## config.mk

```make
export PLATFORM = sky130hd
export DESIGN_NAME = pwm_multi_flat
export DESIGN_NICKNAME = d
export VERILOG_FILES = /design/src/rtl/pwm_pkg.sv /design/src/rtl/pwm_multi_if.sv /design/src/rtl/pwm_timebase.sv /design/src/rtl/pwm_multi.sv /design/src/flat_wrapper.sv
export SDC_FILE = /design/constraint.sdc
export NUM_CORES = 1
export LEC_CHECK = 0
export BUFFER_PORTS_ARGS = -buffer_cell sky130_fd_sc_hd__buf_2
export CELL_PAD_IN_SITES_DETAIL_PLACEMENT = 0
export CELL_PAD_IN_SITES_GLOBAL_PLACEMENT = 1
export CORE_AREA = 2 2 128 93
export CTS_CLUSTER_SIZE = 30
export DETAILED_ROUTE_END_ITERATION = 10
export DIE_AREA = 0 0 130 95
export MAX_ROUTING_LAYER = met4
export PLACE_DENSITY_LB_ADDON = 0.08
export SKIP_LAST_GASP = 1
export SYNTH_ARGS = -nofsm -noshare
export SYNTH_HDL_FRONTEND = slang
export SYNTH_SLANG_ARGS = --single-unit
export TNS_END_PERCENT = 50
```

## constraint.sdc

```tcl
create_clock -name clock -period 3.75 [get_ports clock]
set_input_delay 0.1875 -clock clock [delete_from_list [all_inputs] [get_ports clock]]
set_output_delay 0.1875 -clock clock [all_outputs]
set_load 0.05 [all_outputs]
```

## src/rtl/pwm_pkg.sv

```systemverilog
// Shared types and defaults for the multi-channel PWM block.
package pwm_pkg;

  localparam int unsigned DEF_WIDTH    = 8;
  localparam int unsigned DEF_CHANNELS = 4;

  typedef enum logic {EDGE = 1'b0, CENTER = 1'b1} mode_e;
  typedef enum logic {UP = 1'b0, DOWN = 1'b1} dir_e;

endpackage

```

## src/rtl/pwm_multi_if.sv

```systemverilog
// Configuration/output bundle of pwm_multi; master drives the requests, slave is the PWM.
interface pwm_multi_if import pwm_pkg::*; #(
  parameter int unsigned WIDTH    = DEF_WIDTH,
  parameter int unsigned CHANNELS = DEF_CHANNELS
) ();

  logic                      io_inc;
  logic [WIDTH-1:0]          io_T;
  logic [CHANNELS*WIDTH-1:0] io_duty;
  logic                      io_center;
  logic                      io_load;
  logic [CHANNELS-1:0]       io_out;
  logic [WIDTH-1:0]          io_cont;
  logic                      io_wrap;

  modport master (
    output io_inc, io_T, io_duty, io_center, io_load,
    input  io_out, io_cont, io_wrap
  );

  modport slave (
    input  io_inc, io_T, io_duty, io_center, io_load,
    output io_out, io_cont, io_wrap
  );

endinterface

```

## src/rtl/pwm_timebase.sv

```systemverilog
// Shared up / up-down counter with combinational period-end detection.
module pwm_timebase import pwm_pkg::*; #(
  parameter int unsigned WIDTH = DEF_WIDTH
) (
  input  logic             clock,
  input  logic             reset,
  input  logic             inc,
  input  logic [WIDTH-1:0] period,
  input  mode_e            mode,
  output logic [WIDTH-1:0] cont,
  output logic             wrap
);

  localparam logic [WIDTH-1:0] ONE = {{(WIDTH-1){1'b0}}, 1'b1};

  logic [WIDTH-1:0] r_cont;
  dir_e             r_dir;
  logic [WIDTH-1:0] w_top;
  logic             w_short;

  assign w_top   = period - ONE;
  assign w_short = (period <= ONE);
  assign cont    = r_cont;

  // Periods of 0 or 1 collapse to a counter parked at 0 that ends every cycle.
  always_comb begin
    wrap = 1'b0;
    if (!reset && inc) begin
      if (w_short)
        wrap = 1'b1;
      else if (mode == EDGE)
        wrap = (r_cont == w_top);
      else
        wrap = (r_cont == '0) && (r_dir == DOWN);
    end
  end

  always_ff @(posedge clock) begin
    if (reset) begin
      r_cont <= '0;
      r_dir  <= UP;
    end else if (inc) begin
      if (wrap) begin
        r_cont <= '0;
        r_dir  <= UP;
      end else if (mode == EDGE) begin
        r_cont <= r_cont + ONE;
      end else if (r_dir == UP) begin
        // Top value is held for one extra cycle while turning around.
        if (r_cont == w_top)
          r_dir <= DOWN;
        else
          r_cont <= r_cont + ONE;
      end else begin
        r_cont <= r_cont - ONE;
      end
    end
  end

endmodule

```

## src/rtl/pwm_multi.sv

```systemverilog
// Multi-channel PWM on one timebase; period/duty/mode changes are staged and applied at period end.
module pwm_multi import pwm_pkg::*; #(
  parameter int unsigned WIDTH    = DEF_WIDTH,
  parameter int unsigned CHANNELS = DEF_CHANNELS
) (
  input  logic        clock,
  input  logic        reset,
  pwm_multi_if.slave  bus
);

  logic [WIDTH-1:0]          r_T_a;
  logic [CHANNELS*WIDTH-1:0] r_duty_a;
  mode_e                     r_mode_a;
  logic [WIDTH-1:0]          r_T_s;
  logic [CHANNELS*WIDTH-1:0] r_duty_s;
  mode_e                     r_mode_s;
  logic                      r_pend;

  logic [WIDTH-1:0]          w_cont;
  logic                      w_wrap;
  mode_e                     w_mode_in;
  logic [CHANNELS-1:0]       w_out;

  assign w_mode_in = bus.io_center ? CENTER : EDGE;

  pwm_timebase #(.WIDTH(WIDTH)) u_timebase (
    .clock  (clock),
    .reset  (reset),
    .inc    (bus.io_inc),
    .period (r_T_a),
    .mode   (r_mode_a),
    .cont   (w_cont),
    .wrap   (w_wrap)
  );

  // A load coinciding with period end bypasses staging; otherwise the staged set waits for it.
  always_ff @(posedge clock) begin
    if (reset) begin
      r_T_a    <= '0;
      r_duty_a <= '0;
      r_mode_a <= EDGE;
      r_T_s    <= '0;
      r_duty_s <= '0;
      r_mode_s <= EDGE;
      r_pend   <= 1'b0;
    end else begin
      if (bus.io_load) begin
        r_T_s    <= bus.io_T;
        r_duty_s <= bus.io_duty;
        r_mode_s <= w_mode_in;
      end
      if (w_wrap) begin
        if (bus.io_load) begin
          r_T_a    <= bus.io_T;
          r_duty_a <= bus.io_duty;
          r_mode_a <= w_mode_in;
        end else if (r_pend) begin
          r_T_a    <= r_T_s;
          r_duty_a <= r_duty_s;
          r_mode_a <= r_mode_s;
        end
        r_pend <= 1'b0;
      end else if (bus.io_load) begin
        r_pend <= 1'b1;
      end
    end
  end

  always_comb begin
    w_out = '0;
    for (int unsigned i = 0; i < CHANNELS; i++)
      w_out[i] = !reset && bus.io_inc && (w_cont < r_duty_a[i*WIDTH +: WIDTH]);
  end

  assign bus.io_out  = w_out;
  assign bus.io_cont = w_cont;
  assign bus.io_wrap = w_wrap;

endmodule

```

## src/flat_wrapper.sv

```systemverilog
// flat-port wrapper written by rule: the top's interface ports become plain ports
module pwm_multi_flat import pwm_pkg::*;
#(
  parameter int unsigned WIDTH    = DEF_WIDTH,
  parameter int unsigned CHANNELS = DEF_CHANNELS
)
  (clock, reset, bus_io_inc, bus_io_T, bus_io_duty, bus_io_center, bus_io_load, bus_io_out, bus_io_cont, bus_io_wrap);
  pwm_multi_if #(.WIDTH(WIDTH), .CHANNELS(CHANNELS)) bus_i ();
  input  logic clock;
  input  logic reset;
  input wire logic [$bits(bus_i.io_inc)-1:0] bus_io_inc;
  input wire logic [$bits(bus_i.io_T)-1:0] bus_io_T;
  input wire logic [$bits(bus_i.io_duty)-1:0] bus_io_duty;
  input wire logic [$bits(bus_i.io_center)-1:0] bus_io_center;
  input wire logic [$bits(bus_i.io_load)-1:0] bus_io_load;
  output wire logic [$bits(bus_i.io_out)-1:0] bus_io_out;
  output wire logic [$bits(bus_i.io_cont)-1:0] bus_io_cont;
  output wire logic [$bits(bus_i.io_wrap)-1:0] bus_io_wrap;
  assign bus_i.io_inc = bus_io_inc;
  assign bus_i.io_T = bus_io_T;
  assign bus_i.io_duty = bus_io_duty;
  assign bus_i.io_center = bus_io_center;
  assign bus_i.io_load = bus_io_load;
  assign bus_io_out = bus_i.io_out;
  assign bus_io_cont = bus_i.io_cont;
  assign bus_io_wrap = bus_i.io_wrap;
  pwm_multi #(.WIDTH(WIDTH), .CHANNELS(CHANNELS)) u_core (.clock(clock), .reset(reset), .bus(bus_i));
endmodule
```

==> flow_summary.toml <==
[timing]
hold_ws_ns = 0.133
setup_viol = 0
max_slew_margin_pct = 51.0
fmax_mhz = 344
worst_slack_ns = 0.842
setup-tns-final_ns = 0
worst_pin_slew_ns = 0.735
drv_slew = 0
finalCritPeriodShare_pct = 77.5
finClkSkew_ns = 0.00815
rsz0062_at_grt = "no"
hold_viol = 0
period_needed_ns = 2.91

[floorplan]
dieArea_um2 = 12400
ios = 58
start_util_pct = 43.3
coreArea_um2 = 11300
dieWidth_um = 130
fp.dieH_um = 95
rows = 33

[worst_hold_path]
holdPathStages = 3
hold_class = "in -> reg"

[clock_network]
cts_root_buf = "clkbuf_16"
post_cts_buffers = 0
ctsLongestPathBuffers = 2
hold_buffers = 0
h-tree-depth = 3
cts.sinks = 92
insertion_delay_ns = 0.34
cts_resized = 0
cts_tree = "done"
cts_buffers = 9
cts.clk_slew.worst_paths_ns = 0.07

[logic_synthesis]
synthesis.nets = 565
syn_area_um2 = 4880
syn-instance-count = 488
synth_flop_cell = "dfxtp_1"
synth_area_leaders = "dfxtp_1 (38%), mux2_4 (12%), mux2i_1 (8.8%)"
synth_area_leader_cell = "dfxtp_1"
ys_seq_area_share_pct = 37.7
synth_cell_type_count = 51
post_synth.cell_area_avg_um2 = 10.0
yosys_register_bits = 92
synth-async-reset-ratio_pct = 0
synth-warning-count = 0
synth_edf_count = 0
synth_top_cell_area_share_pct = 37.7

[worst_setup_path]
endpoint_kind = "output pin"
start_kind = "flop"
arrival_ns = 2.72
cp_max_fo = 10
ff2ff_path_depth = 9
critPathKind = "reg -> out"
worstPathRequired_ns = 3.56

[place]
place_area_um2 = 5240
hpwl_um = 7370
io_buffers = 57
place.gp.congestion = 0.832
post-place-ws_ns = 0.869
place_inst = 681

[routing]
routedWlPerCell_um = 14.9
vias = 3393
wl_um = 10400
drc = 0
viasPerCell = 4.87
ant_nets = 0
dr.pass1.iters = 4
first_iter_violations = 231

[grt]
first_global_vias = 3345
grt_pass1_wl_um = 17100
antenna_found_initial = 0
grt_max_degree = 70
grt-ovfl-total = 0
grt_usage_pct = 18.6

[pwr]
ir_worst_vdd_v = 0.000206
power_mw = 2.35
leakagePower_nw = 2.50
powerDensity_nw_per_um2 = 423

[job]
drv_cap = 0

[finish]
final_util_pct = 49.3
fin_area_um2 = 5560
syn_to_final_growth_pct = 13.9
drive_gt1_share_pct = 24.1
fin_nets = 612
fin_cells = 697
num_antenna_cells = 0

[run_status]
run_status = "finished clean"
flip-flops by register name, indices dropped and copies added, names as in the netlist:
register	flops
u_core.r_duty_a	32
u_core.r_T_s	8
u_core.r_pend	1
u_core.u_timebase.r_dir	1
u_core.r_mode_a	1
u_core.r_duty_s	32
u_core.u_timebase.cont	8
u_core.r_mode_s	1
u_core.r_T_a	8
metal layers:
metal | vias to the layer above | GRT usage, % | wire [um]
met5 | - | - | 0
met4 | 0 | 4.57 | 92
met3 | 9 | 3.91 | 355
met2 | 52 | 27.5 | 4440
met1 | 1569 | 25.9 | 5480
li1 | 1763 | - | -
synth_stat cells (2+ instances only):
library cell  count
buf_12            4
inv_1            35
a21oi_1           3
nand2b_1         12
mux2_4           40
clkbuf_1         15
nor2_1           82
buf_1             5
nor2b_1          14
a21o_1           20
a31oi_1           8
a31oi_4           2
nand2_1           5
ha_1             32
xor2_1            9
buf_2             5
and4_1            2
o41ai_1           3
a2bb2oi_1         2
or4_1             2
mux2i_1          43
nor3_1            9
a211o_1           4
dfxtp_1          92
nand3_1          10
o2111ai_1         2
xnor2_1           4
path summary, 6_finish.rpt:
| path | from | endpoint | slack [ns] |
|---|---|---|---|
| max | u_core.r_T_a[2]$_SDFFE_PP0P_ | bus_io_wrap | 0.84 |
| min | bus_io_duty[10] | u_core.r_duty_s[10]$_SDFFE_PP0P_ | 0.13 |
| max reg2reg | u_core.u_timebase.cont[1]$_SDFFE_PP0P_ | u_core.r_duty_a[26]$_SDFFE_PP0P_ | 0.86 |
| min reg2reg | u_core.r_T_s[7]$_SDFFE_PP0P_ | u_core.r_T_s[7]$_SDFFE_PP0P_ | 0.52 |
power by group:
part | internal [mW] | leakage [nW] | switching, mW
logic | 0.158 | 1.59 | 0.179
registers | 1.02 | 0.752 | 0.0224
clock network | 0.584 | 0.149 | 0.382
layout make-up:
class	count	area, um2
fill	1090	5710
clock buffer	10	229
timing repair buffer	65	345
multi-input combinational	332	2730
inverter	35	131
clock inverter	6	88.8
tap	157	196
sequential	92	1840
cells by family (layout without fill, tap and decap cells):
family / Yosys count / after routing / share of synthesized area, %
AO/OA/AOI/OAI: 53 / 53 / 8.95
AND/OR/NAND/NOR: 150 / 150 / 15.0
adder cells (fa/ha/maj): 32 / 32 / 8.21
XOR/XNOR: 13 / 13 / 2.33
multiplexers: 84 / 84 / 21.4
buffers and inverters: 64 / 116 / 6.38
flip-flops: 92 / 92 / 37.7
placed cells by master (no fill, tap or decap), types with 2 or more instances in the layout:
cell / synthesis / routed
and4_1: 2 / 2
xor2_1: 9 / 9
mux2i_1: 43 / 43
a31oi_1: 8 / 8
nor2_1: 82 / 82
ha_1: 32 / 32
buf_2: 5 / 57
inv_1: 35 / 35
clkinvlp_4: 0 / 2
clkbuf_16: 0 / 9
nand3_1: 10 / 10
mux2_4: 40 / 40
or4_1: 2 / 2
a21o_1: 20 / 20
a31oi_4: 2 / 2
a211o_1: 4 / 4
bufinv_16: 0 / 2
nor2b_1: 14 / 14
o2111ai_1: 2 / 2
xnor2_1: 4 / 4
nand2_1: 5 / 5
nand2b_1: 12 / 12
a2bb2oi_1: 2 / 2
buf_4: 0 / 8
a21oi_1: 3 / 3
nor3_1: 9 / 9
o41ai_1: 3 / 3
dfxtp_1: 92 / 92
critical path, stage by stage (launching register included):
cell	delay, ns
dfxtp_1	0.36
or4_1	0.65
o31ai_1	0.28
a2111o_1	0.20
nand3_2	0.17
a31oi_4	0.36
inv_1	0.14
buf_2	0.24
No activity file was read; power rests on OpenSTA's default activity.
